### config.mk
export PLATFORM = sky130hd
export DESIGN_NAME = ahb_input_stage_dma
export DESIGN_NICKNAME = d
export VERILOG_FILES = /design/src/rtl/ahb_bm_pkg.sv /design/src/rtl/ahb_bm_hold_reg.sv /design/src/rtl/ahb_input_stage_dma.sv
export SDC_FILE = /design/constraint.sdc
export NUM_CORES = 1
export LEC_CHECK = 0
export ABC_AREA = 1
export CAP_MARGIN = 20
export CORE_MARGIN = 2
export CORE_UTILIZATION = 45
export DETAILED_ROUTE_END_ITERATION = 7
export PLACE_DENSITY_LB_ADDON = 0.05
export SLEW_MARGIN = 20
export SYNTH_ARGS = -nofsm -noshare
export SYNTH_HDL_FRONTEND = slang
export SYNTH_SLANG_ARGS = --single-unit
### constraint.sdc
create_clock -name HCLK -period 4.4 [get_ports HCLK]
set_clock_uncertainty 0.15 [all_clocks]
set_input_delay 1.1 -clock HCLK [delete_from_list [all_inputs] [get_ports HCLK]]
set_output_delay 1.1 -clock HCLK [all_outputs]
set_load 0.02 [all_outputs]
### src/rtl/ahb_bm_pkg.sv
// Shared definitions for the DMA bus matrix: AHB transfer/response encodings and the
// address/control bundle carried between stages.
package ahb_bm_pkg;

    localparam int unsigned AHB_ADDR_W = 32;
    localparam int unsigned AHB_PROT_W = 4;

    localparam logic [1:0] HTRANS_IDLE   = 2'b00;
    localparam logic [1:0] HTRANS_BUSY   = 2'b01;
    localparam logic [1:0] HTRANS_NONSEQ = 2'b10;
    localparam logic [1:0] HTRANS_SEQ    = 2'b11;

    localparam logic [1:0] HRESP_OKAY  = 2'b00;
    localparam logic [1:0] HRESP_ERROR = 2'b01;

    typedef struct packed {
        logic [AHB_ADDR_W-1:0] addr;
        logic [1:0]            trans;
        logic                  write;
        logic [2:0]            size;
        logic [2:0]            burst;
        logic [AHB_PROT_W-1:0] prot;
    } ahb_addr_ctrl_t;

endpackage

### src/rtl/ahb_bm_hold_reg.sv
// Holding register for one AHB address phase; loads on request, clears on async reset.
module ahb_bm_hold_reg
    import ahb_bm_pkg::*;
(
    input  logic           HCLK,
    input  logic           HRESETn,
    input  logic           load,
    input  ahb_addr_ctrl_t d,
    output ahb_addr_ctrl_t q
);

    always_ff @(posedge HCLK or negedge HRESETn) begin
        if (!HRESETn) begin
            q <= '0;
        end else if (load) begin
            q <= d;
        end
    end

endmodule

### src/rtl/ahb_input_stage_dma.sv
// DMA bus-matrix input stage: forwards the master's address phase to the decoder, or holds it
// and stalls the master while the targeted output stage is granting another input.
module ahb_input_stage_dma
    import ahb_bm_pkg::*;
#(
    parameter int unsigned ADDR_WIDTH = 32,
    parameter int unsigned PROT_WIDTH = 4
) (
    input  logic                   HCLK,
    input  logic                   HRESETn,
    input  logic                   HSELS,
    input  logic [ADDR_WIDTH-1:0]  HADDRS,
    input  logic [1:0]             HTRANSS,
    input  logic                   HWRITES,
    input  logic [2:0]             HSIZES,
    input  logic [2:0]             HBURSTS,
    input  logic [PROT_WIDTH-1:0]  HPROTS,
    input  logic                   HREADYS,
    output logic                   HREADYOUTS,
    output logic [1:0]             HRESPS,
    output logic                   sel_dec,
    output logic [ADDR_WIDTH-11:0] decode_addr_dec,
    output logic [ADDR_WIDTH-1:0]  addr_dec,
    output logic [1:0]             trans_dec,
    output logic                   write_dec,
    output logic [2:0]             size_dec,
    output logic [2:0]             burst_dec,
    output logic [PROT_WIDTH-1:0]  prot_dec,
    output logic                   held_tran_dec,
    input  logic                   active_dec,
    input  logic                   readyout_dec,
    input  logic [1:0]             resp_dec
);

    logic           new_tran;
    logic           pend_reg;
    logic           pend_next;
    ahb_addr_ctrl_t hold_d;
    ahb_addr_ctrl_t hold_q;

    assign new_tran = HSELS & HTRANSS[1] & HREADYS;

    // A replayed transfer is always a fresh request to the decoder, so store it as NONSEQ.
    always_comb begin
        hold_d       = '0;
        hold_d.addr  = HADDRS;
        hold_d.trans = HTRANS_NONSEQ;
        hold_d.write = HWRITES;
        hold_d.size  = HSIZES;
        hold_d.burst = HBURSTS;
        hold_d.prot  = HPROTS;
    end

    ahb_bm_hold_reg u_hold_reg (
        .HCLK    (HCLK),
        .HRESETn (HRESETn),
        .load    (new_tran),
        .d       (hold_d),
        .q       (hold_q)
    );

    // Set has priority: an accepted transfer implies HREADYS=1, i.e. any earlier hold is gone.
    always_comb begin
        pend_next = pend_reg;
        if (new_tran && !active_dec) begin
            pend_next = 1'b1;
        end else if (pend_reg && active_dec && readyout_dec) begin
            pend_next = 1'b0;
        end
    end

    always_ff @(posedge HCLK or negedge HRESETn) begin
        if (!HRESETn) begin
            pend_reg <= 1'b0;
        end else begin
            pend_reg <= pend_next;
        end
    end

    always_comb begin
        sel_dec       = HSELS;
        addr_dec      = HADDRS;
        trans_dec     = HTRANSS;
        write_dec     = HWRITES;
        size_dec      = HSIZES;
        burst_dec     = HBURSTS;
        prot_dec      = HPROTS;
        held_tran_dec = 1'b0;
        HREADYOUTS    = readyout_dec;
        HRESPS        = resp_dec;
        if (pend_reg) begin
            sel_dec       = 1'b1;
            addr_dec      = hold_q.addr;
            trans_dec     = hold_q.trans;
            write_dec     = hold_q.write;
            size_dec      = hold_q.size;
            burst_dec     = hold_q.burst;
            prot_dec      = hold_q.prot;
            held_tran_dec = 1'b1;
            HREADYOUTS    = 1'b0;
            HRESPS        = HRESP_OKAY;
        end
    end

    assign decode_addr_dec = addr_dec[ADDR_WIDTH-1:10];

endmodule

==> results.md, run 1 <==
- Global-route wire length before repair: 11,700 um
- Crit-path leading delay family: buffers and inverters
- Final Hold Fails: 0
- Met3 Track Usage GR: 3.82%
- Synth top area cells: dfrtp_1, nand2_1, nand4_1
- Cell taking the most area after synthesis: dfrtp_1
- Clk_lat worst skew: 0.29 ns
- Diodes inserted: 0
- Worst path required time: 3.15 ns
- TritonCTS clock tree: built
- # fillers: 512
- Max stage delay on crit path: 0.62 ns
- Multi-input logic area: 1140 um^2
- Root Driver: clkbuf_8
- Post-synth EDFFs: 0
- Port buffer count: 124
- Tcrit/Tclk final: 82.5%
- CP Launch Type: primary input
- Die height: 80.7 um
- Synth Flop Type: dfrtp_1
- Worst slack at placement: 0.772 ns
- Met1 usage in global routing: 28.3%
- Vias in the first global route: 2,560
- Critical path class: primary input to output pin
- Top-area cell type share of the netlist area: 42.6%
- CTS clk-pin slew, worst paths: 0.08 ns
- Leakage: 1.90 nW
- Largest net degree at the start of global routing: 51
- Setup Buffers After CTS: 0
- Pwr/cell area: 354 nW/um^2
- Die area: 6500 um^2
- Placed Area: 3630 um^2
- HP Start: u_hold_reg.q[12]
- Gp weighted congestion: 0.755
- Gate count after technology mapping: 374
- Number of cells after detailed placement: 522
- Most crowded layer after global routing: met2
- Die Span X: 80.7 um
- Initial antenna violation count: 0
- Post-Layout Inst Area: 3750 um^2
- Synth top cells by count: nand2_1, dfrtp_1, nand4_1
- Max_cap viols: 0
- FF+latch area: 1130 um^2
- Worst path arrival time: 2.38 ns
- Clk sink count: 45
- Hold-critical path depth: 2
- Post-CTS Resized: 0
- First-pass DRT Iterations: 4
- Global route overflow: 0
- Finished Layout Cells: 530
- Setup crit end kind: output pin
- CTS Buffer Depth: 2
- Setup TNS Final: 0 ns
- Post-synth cell types: 12
- Syn Area/Cell: 7.07 um^2
- R2R setup slack: 3.18 ns
- Rel. slew slack: 39.7%
- DRT antenna net count: 0
- WHS Endpoint: u_hold_reg.q[12]
- Share of post-route cells with drive strength above 1: 3.93%
- Worst reg-to-reg path cell count: 3
- Peak VDD IR: 0.190 mV
- Syn nets: 427
- Worst-margin pin slew: 0.905 ns
- YS warnings: 0
- Most common cell in the netlist: nand2_1
- Unrepaired setup endpoints after global routing: no
- Hold WS: 0.324 ns
- Worst path cell trace: clkdlybuf4s50_1, nand2_1, nand2_1, clkdlybuf4s50_1
- Synth-to-Final Area Change: 41.9%
- Post-synthesis sequential area ratio: 42.6%
- DP HPWL: 4350 um
- M2 GR Usage: 40.8%
- Worst path slowest cell: clkdlybuf4s50_1
- Final setup violation count: 0
- Final net count: 510
- RR Endpoint: pend_reg
- Initial Util: 47.4%
- 1st-iter DRT viols: 200
- Hold buffer count at cts: 0
- RR Startpoint: pend_reg
- CTS H-Tree Depth: 2
- Crit path buffers/inverters: 2
- Max Freq: 276 MHz
- Max FO, Critical Path: 2
- Wirelength per Cell: 13.4 um
- Drt total wl: 7110 um
- Mapped Area: 2640 um^2
- Number of synthesized register bits: 45
- Max reg flops: 44
- Core Footprint: 5570 um^2
- Min setup slack post-route: 0.771 ns
- CTS Buf Count: 5
- Boundary pin count: 125
- Vias: 2,648
- Vias/cell: 5.00
- Row count: 27
- Slew Limit Fails: 0
- Drc violations: 0
- Post-synth ARST share: 100%
- Hold Path Class: flop to flop
- Post-layout minimum cycle time: 3.63 ns
- GRT Overall Usage: 22.6%
- Status: completed
-- final cells by class --
cell class | count | area share (%)
multi-input cells | 271 | 30.5
well taps | 72 | 2.40
clock inverters | 1 | 0.801
repair buffers | 127 | 33.2
clock buffers | 7 | 2.30
inverters | 7 | 0.700
flip-flops and latches | 45 | 30.1
-- worst register-to-register path, cell delays in order, from the launching register on --
cell and delay (ns):
dfrtp_2 0.37, buf_4 0.44, nand2_1 0.13, nand2_1 0.08
-- power by group --
group	internal, mW	switching [mW]	total, mW	leakage [nW]
Sequential	0.477	0.0328	0.510	0.557
Combinational	0.226	0.270	0.496	1.29
Clock	0.185	0.135	0.320	0.0585
Total	0.888	0.438	1.33	1.90
-- placed cells by master (no fill, tap or decap), drive strengths merged --
cell	instances
nand3	1
inv	7
buf	7
nand2	220
bufinv	1
or2	1
clkbuf	7
nand4	44
nor2	4
o21ai	1
clkdlybuf4s50	120
dfrtp	45
-- cell families (layout without fill, tap and decap cells) --
| family | after synthesis | after routing | share of synthesized area [%] |
|---|---|---|---|
| AND/OR/NAND/NOR | 270 | 270 | 43.1 |
| buffers and inverters | 58 | 142 | 14.1 |
| AO/OA/AOI/OAI | 1 | 1 | 0.189 |
| flip-flops | 45 | 45 | 42.6 |
-- stage by stage --
stage               utilization, %  power [mW]
floorplan                        -       0.814
global placement              65.2        1.01
detailed placement            65.2        1.02
CTS                           67.3        1.34
global route                  67.3        1.40
finish                        67.3        1.33
-- worst max-delay path by stage --
stage	startpoint	end	slack (ns)	cells after the start
2_1_floorplan	HSELS	sel_dec	1.58	2
6_report	HADDRS[25]	addr_dec[25]	0.77	4
3_3_place_gp	HADDRS[30]	decode_addr_dec[20]	0.79	4
4_1_cts	HADDRS[7]	addr_dec[7]	0.77	4
5_1_grt	HADDRS[27]	decode_addr_dec[17]	0.71	4
3_5_place_dp	HADDRS[25]	addr_dec[25]	0.77	4
-- per-layer routing --
metal  part of all wire (%)  up-vias
met5                      0        -
met4                   0.70        0
met3                    6.6        5
met2                     50       83
met1                     43     1229
li1                       -     1331
No activity file was read; power rests on OpenSTA's default activity.
==> run 2, diff against run 1 <==
CORE_UTILIZATION = 37   (was 45)
clock period = 3 ns   (was 4.4 ns; I/O delays follow)
==> run 2 against run 1 <==
Net effect:
- flip-flop and latch count is the same
- hold slack worse by 0.058 ns
- largest cell class unchanged
- routed wire length increased by 4.8%
- critical path type unchanged
- sequential share of layout area is 0.41 points lower
- highest routed layer unchanged
- via count up 0.15%
==> results.md, run 2 (synthesized netlist as in run 1, its figures left out) <==
- Worst-margin pin slew: 0.553 ns
- Diodes inserted: 0
- Boundary pin count: 125
- Setup crit end kind: output pin
- Post-Layout Inst Area: 3800 um^2
- # fillers: 694
- RR Endpoint: pend_reg
- Pwr/cell area: 487 nW/um^2
- Clk sink count: 45
- Port buffer count: 124
- Worst reg-to-reg path cell count: 2
- Hold WS: 0.266 ns
- Die area: 7840 um^2
- RR Startpoint: pend_reg
- 1st-iter DRT viols: 112
- Clk_lat worst skew: 0.29 ns
- Global-route wire length before repair: 12,100 um
- Global route overflow: 0
- Worst path slowest cell: clkdlybuf4s50_1
- Rel. slew slack: 63.1%
- Internal power: 1.21 mW
- Die height: 88.5 um
- Worst path required time: 2.10 ns
- Worst path arrival time: 1.99 ns
- Initial Util: 38.5%
- Tcrit/Tclk final: 96.4%
- GRT Overall Usage: 19.6%
- Vias: 2,652
- Final net count: 516
- Hold Path Class: primary input to async pin
- Largest net degree at the start of global routing: 46
- Die Span X: 88.5 um
- Comb power frac: 39.9%
- Max stage delay on crit path: 0.62 ns
- Max FO, Critical Path: 2
- Initial antenna violation count: 0
- Net Switching: 0.644 mW
- Share of post-route cells with drive strength above 1: 4.74%
- Commonest non-fill, non-tap cell in the layout: nand2_1
- Unrepaired setup endpoints after global routing: no
- Worst path cell trace: clkdlybuf4s50_1, nand2_1, nand2_1, clkdlybuf4s50_1
- Max reg flops: 44
- Gp weighted congestion: 0.750
- Switching share of total power: 34.8%
- Max_cap viols: 0
- Post-layout minimum cycle time: 2.89 ns
- CTS Buffer Depth: 2
- DRT antenna net count: 0
- Setup TNS Final: 0 ns
- Slew Limit Fails: 0
- CTS Buf Count: 5
- R2R setup slack: 2.10 ns
- CTS H-Tree Depth: 2
- First-pass DRT Iterations: 4
- Peak VDD IR: 0.227 mV
- Most frequent cells in the layout: nand2_1, clkdlybuf4s50_1, nand4_1, dfrtp_1, buf_4
- TritonCTS clock tree: built
- Drc violations: 0
- Row count: 30
- Max Freq: 346 MHz
- Sequential Power Share: 40.6%
- Final setup violation count: 0
- Placed Area: 3720 um^2
- Core Footprint: 6870 um^2
- Leakage: 1.92 nW
- DP HPWL: 4840 um
- CP Launch Type: primary input
- Setup Buffers After CTS: 0
- Vias in the first global route: 2,492
- Drt total wl: 7450 um
- Clock share of power: 19.5%
- Root Driver: clkbuf_8
- Vias/cell: 4.74
- Final Hold Fails: 0
- Wirelength per Cell: 13.3 um
- Synth-to-Final Area Change: 43.8%
- CTS clk-pin slew, worst paths: 0.07 ns
- Critical path class: primary input to output pin
- Status: completed
==> run 2: cell types whose count changed in the layout (fill, tap and decap cells not counted), sizes merged <==
cell    delta
clkbuf     +1
bufinv     -1
buf        +6
==> run 2: worst max path at each step <==
stage	from	end	slack, ns
after floorplan	pend_reg	decode_addr_dec[10]	0.82
after global placement	HADDRS[27]	decode_addr_dec[17]	0.11
after detailed placement	HADDRS[24]	addr_dec[24]	0.1
after CTS	pend_reg	addr_dec[27]	0.09
after global routing	pend_reg	decode_addr_dec[6]	0.005
final	HADDRS[27]	addr_dec[27]	0.11
==> run 2: power groups by stage <==
stage                     sequential, mW  clock (mW)  combinational (mW)
final                              0.751       0.360               0.739
after detailed placement           0.761           0               0.745
after CTS                          0.751       0.382               0.748
after floorplan                    0.749           0               0.445
after global routing               0.765       0.397               0.804
after global placement             0.760           0               0.737
==> run 2: final cells by class <==
type	instances	area [um^2]	share of cell area (%)
multi-input cells	271	1140	30.1
clock buffers	8	80.1	2.11
well taps	96	120	3.16
repair buffers	133	1300	34.2
inverters	7	28.8	0.757
flip-flops and latches	45	1130	29.6
==> run 2: critical path: cells and delay by family <==
| kind | cells | cell delay, ns |
|---|---|---|
| buffers and inverters | 2 | 1.09 |
| AND/OR/NAND/NOR | 2 | 0.14 |
==> run 2: timing repair <==
item / 4_1_cts / 5_1_grt
gates resized for setup: 1 / 0
setup endpoints to repair: 2 / 0
hold buffers: 0 / 0
==> run 2: metal layers <==
| layer | vias to the layer above | track usage, % | part of all wire (%) |
|---|---|---|---|
| li1 | 1343 | - | - |
| met1 | 1238 | 25.5 | 46 |
| met2 | 69 | 33.8 | 50 |
| met3 | 2 | 3.73 | 3.8 |
| met4 | 0 | 4.41 | 0.44 |
| met5 | - | 0 | 0 |
==> run 2: metrics by stage <==
stage	total power, mW	setup slack [ns]	util [%]	std cells
global route	1.97	0.00497	55.4	560
CTS	1.88	0.0950	55.4	560
floorplan	1.19	0.817	-	374
detailed placement	1.51	0.0983	54.2	552
global placement	1.50	0.115	54.2	552
finish	1.85	0.109	55.4	560
==> run 3, diff against run 2 <==
==> constraint.sdc (replaced) <==
create_clock -name HCLK -period 3 [get_ports HCLK]
set_clock_uncertainty 0.15 [all_clocks]
set_input_delay 0.6 -clock HCLK [delete_from_list [all_inputs] [get_ports HCLK]]
set_output_delay 0.6 -clock HCLK [all_outputs]
set_load 0.02 [all_outputs]
==> run 3 against run 2 <==
Net effect:
- hold slack got worse by 0.25 ns
- utilization increased by 0.33 points
- final area increased by 0.59%
- global-route usage increased by 0.35 points
- maximum frequency increased by 5.6%
- flip-flop and latch count unchanged
- register-to-register slack got worse by 0.35 ns
- count of clock-buffer cells in the layout decreased by 2
- first-iteration DRC count increased by 25%
- die area unchanged
- critical path type is now flop to output pin
- largest cell class unchanged
- largest power group unchanged
==> results.md, run 3 (synthesized netlist as in run 1, its figures left out) <==
- Status: completed
- Boundary pin count: 125
- DRT antenna net count: 0
- Final Hold Fails: 0
- Unrepaired setup endpoints after global routing: no
- Total power draw: 1.98 mW
- Vias/cell: 4.82
- Clk_lat worst skew: 0.30 ns
- Setup TNS Final: 0 ns
- TritonCTS clock tree: built
- Core Util, Final: 55.7%
- Min setup slack post-route: 0.263 ns
- Setup crit end kind: output pin
- Vias in the first global route: 2,465
- Critical path class: flop to output pin
- Final net count: 514
- R2R setup slack: 1.75 ns
- Global route overflow: 0
- Initial Util: 38.5%
- Finished Layout Cells: 558
- Root Driver: clkbuf_8
- Die Span X: 88.5 um
- CTS clk-pin slew, worst paths: 0.10 ns
- Tcrit/Tclk final: 91.2%
- Most frequent cells in the layout: nand2_1, clkdlybuf4s50_1, nand4_1, dfrtp_1
- # fillers: 663
- Peak VDD IR: 0.209 mV
- Pwr/cell area: 518 nW/um^2
- GRT Overall Usage: 19.9%
- Setup Buffers After CTS: 0
- Die area: 7840 um^2
- Clk sink count: 45
- Drc violations: 0
- Diodes inserted: 0
- Global-route wire length before repair: 12,200 um
- Wirelength per Cell: 13.9 um
- Hold Path Class: primary input to async pin
- Number of cells after detailed placement: 550
- Post-Layout Inst Area: 3820 um^2
- Vias: 2,689
- Max_cap viols: 0
- Port buffer count: 124
- Gp weighted congestion: 0.729
- Slew Limit Fails: 0
- Core Footprint: 6870 um^2
- Worst slack at placement: 0.403 ns
- Largest net degree at the start of global routing: 51
- Row count: 30
- Commonest non-fill, non-tap cell in the layout: nand2_1
- Max FO, Critical Path: 50
- Worst-margin pin slew: 0.576 ns
- Post-layout minimum cycle time: 2.74 ns
- DP HPWL: 4840 um
- 1st-iter DRT viols: 140
- Max Freq: 365 MHz
- Max reg flops: 44
- Synth-to-Final Area Change: 44.7%
- CP Launch Type: flop
- CTS Buf Count: 5
- CTS Buffer Depth: 2
- Leakage: 1.93 nW
- Rel. slew slack: 61.6%
- Hold buffer count at cts: 0
- First-pass DRT Iterations: 4
- Drt total wl: 7750 um
- Die height: 88.5 um
- Worst path arrival time: 1.99 ns
- Post-CTS Resized: 0
- Hold WS: 0.0178 ns
- Share of post-route cells with drive strength above 1: 4.98%
- Placed Area: 3700 um^2
- Worst path required time: 2.25 ns
- Initial antenna violation count: 0
- Final setup violation count: 0
- CTS H-Tree Depth: 2
run 3: cell types whose count changed in the layout (fill, tap and decap cells not counted):
| cell | before | now |
|---|---|---|
| inv_4 | 1 | 0 |
| bufinv_16 | 0 | 1 |
| buf_4 | 8 | 6 |
| clkbuf_8 | 5 | 6 |
| inv_2 | 0 | 1 |
| clkbuf_1 | 3 | 0 |
| clkinvlp_4 | 0 | 1 |
run 3: final cells by class:
type | count | area, um^2 | area share (%)
timing repair buffer | 131 | 1290 | 33.6
multi-input combinational | 271 | 1140 | 29.9
sequential | 45 | 1130 | 29.5
tap | 96 | 120 | 3.14
clock buffer | 6 | 82.6 | 2.16
clock inverter | 2 | 37.5 | 0.981
inverter | 7 | 26.3 | 0.687
run 3: power by group:
group | switching (mW) | total [mW] | internal (mW)
combinational | 0.404 | 0.742 | 0.338
sequential | 0.0482 | 0.748 | 0.699
clock | 0.220 | 0.491 | 0.271
total | 0.672 | 1.98 | 1.31
run 3: critical path: stages, from the launching register on:
cell,delay (ns)
dfrtp_2,0.37
buf_4,0.47
nand2_1,0.13
nand2_1,0.11
clkdlybuf4s50_1,0.61
run 3: routing by layer:
| layer | vias up | GRT usage (%) | routed length, um | share of wire, % |
|---|---|---|---|---|
| li1 | 1333 | - | - | - |
| met1 | 1261 | 27.7 | 3540 | 46 |
| met2 | 91 | 32.9 | 3800 | 49 |
| met3 | 4 | 3.82 | 362 | 4.7 |
| met4 | 0 | 3.72 | 34 | 0.44 |
| met5 | - | 0 | 0 | 0 |
run 3: worst paths after layout:
path | from | end | cells past startpoint
max reg2reg | pend_reg | pend_reg | 3
min reg2reg | u_hold_reg.q[12] | u_hold_reg.q[12] | 2
min | HRESETn | u_hold_reg.q[12] | 1
min in group HCLK | u_hold_reg.q[12] | u_hold_reg.q[12] | 2
max in group asynchronous | HRESETn | u_hold_reg.q[39] | 2
max | pend_reg | decode_addr_dec[18] | 4
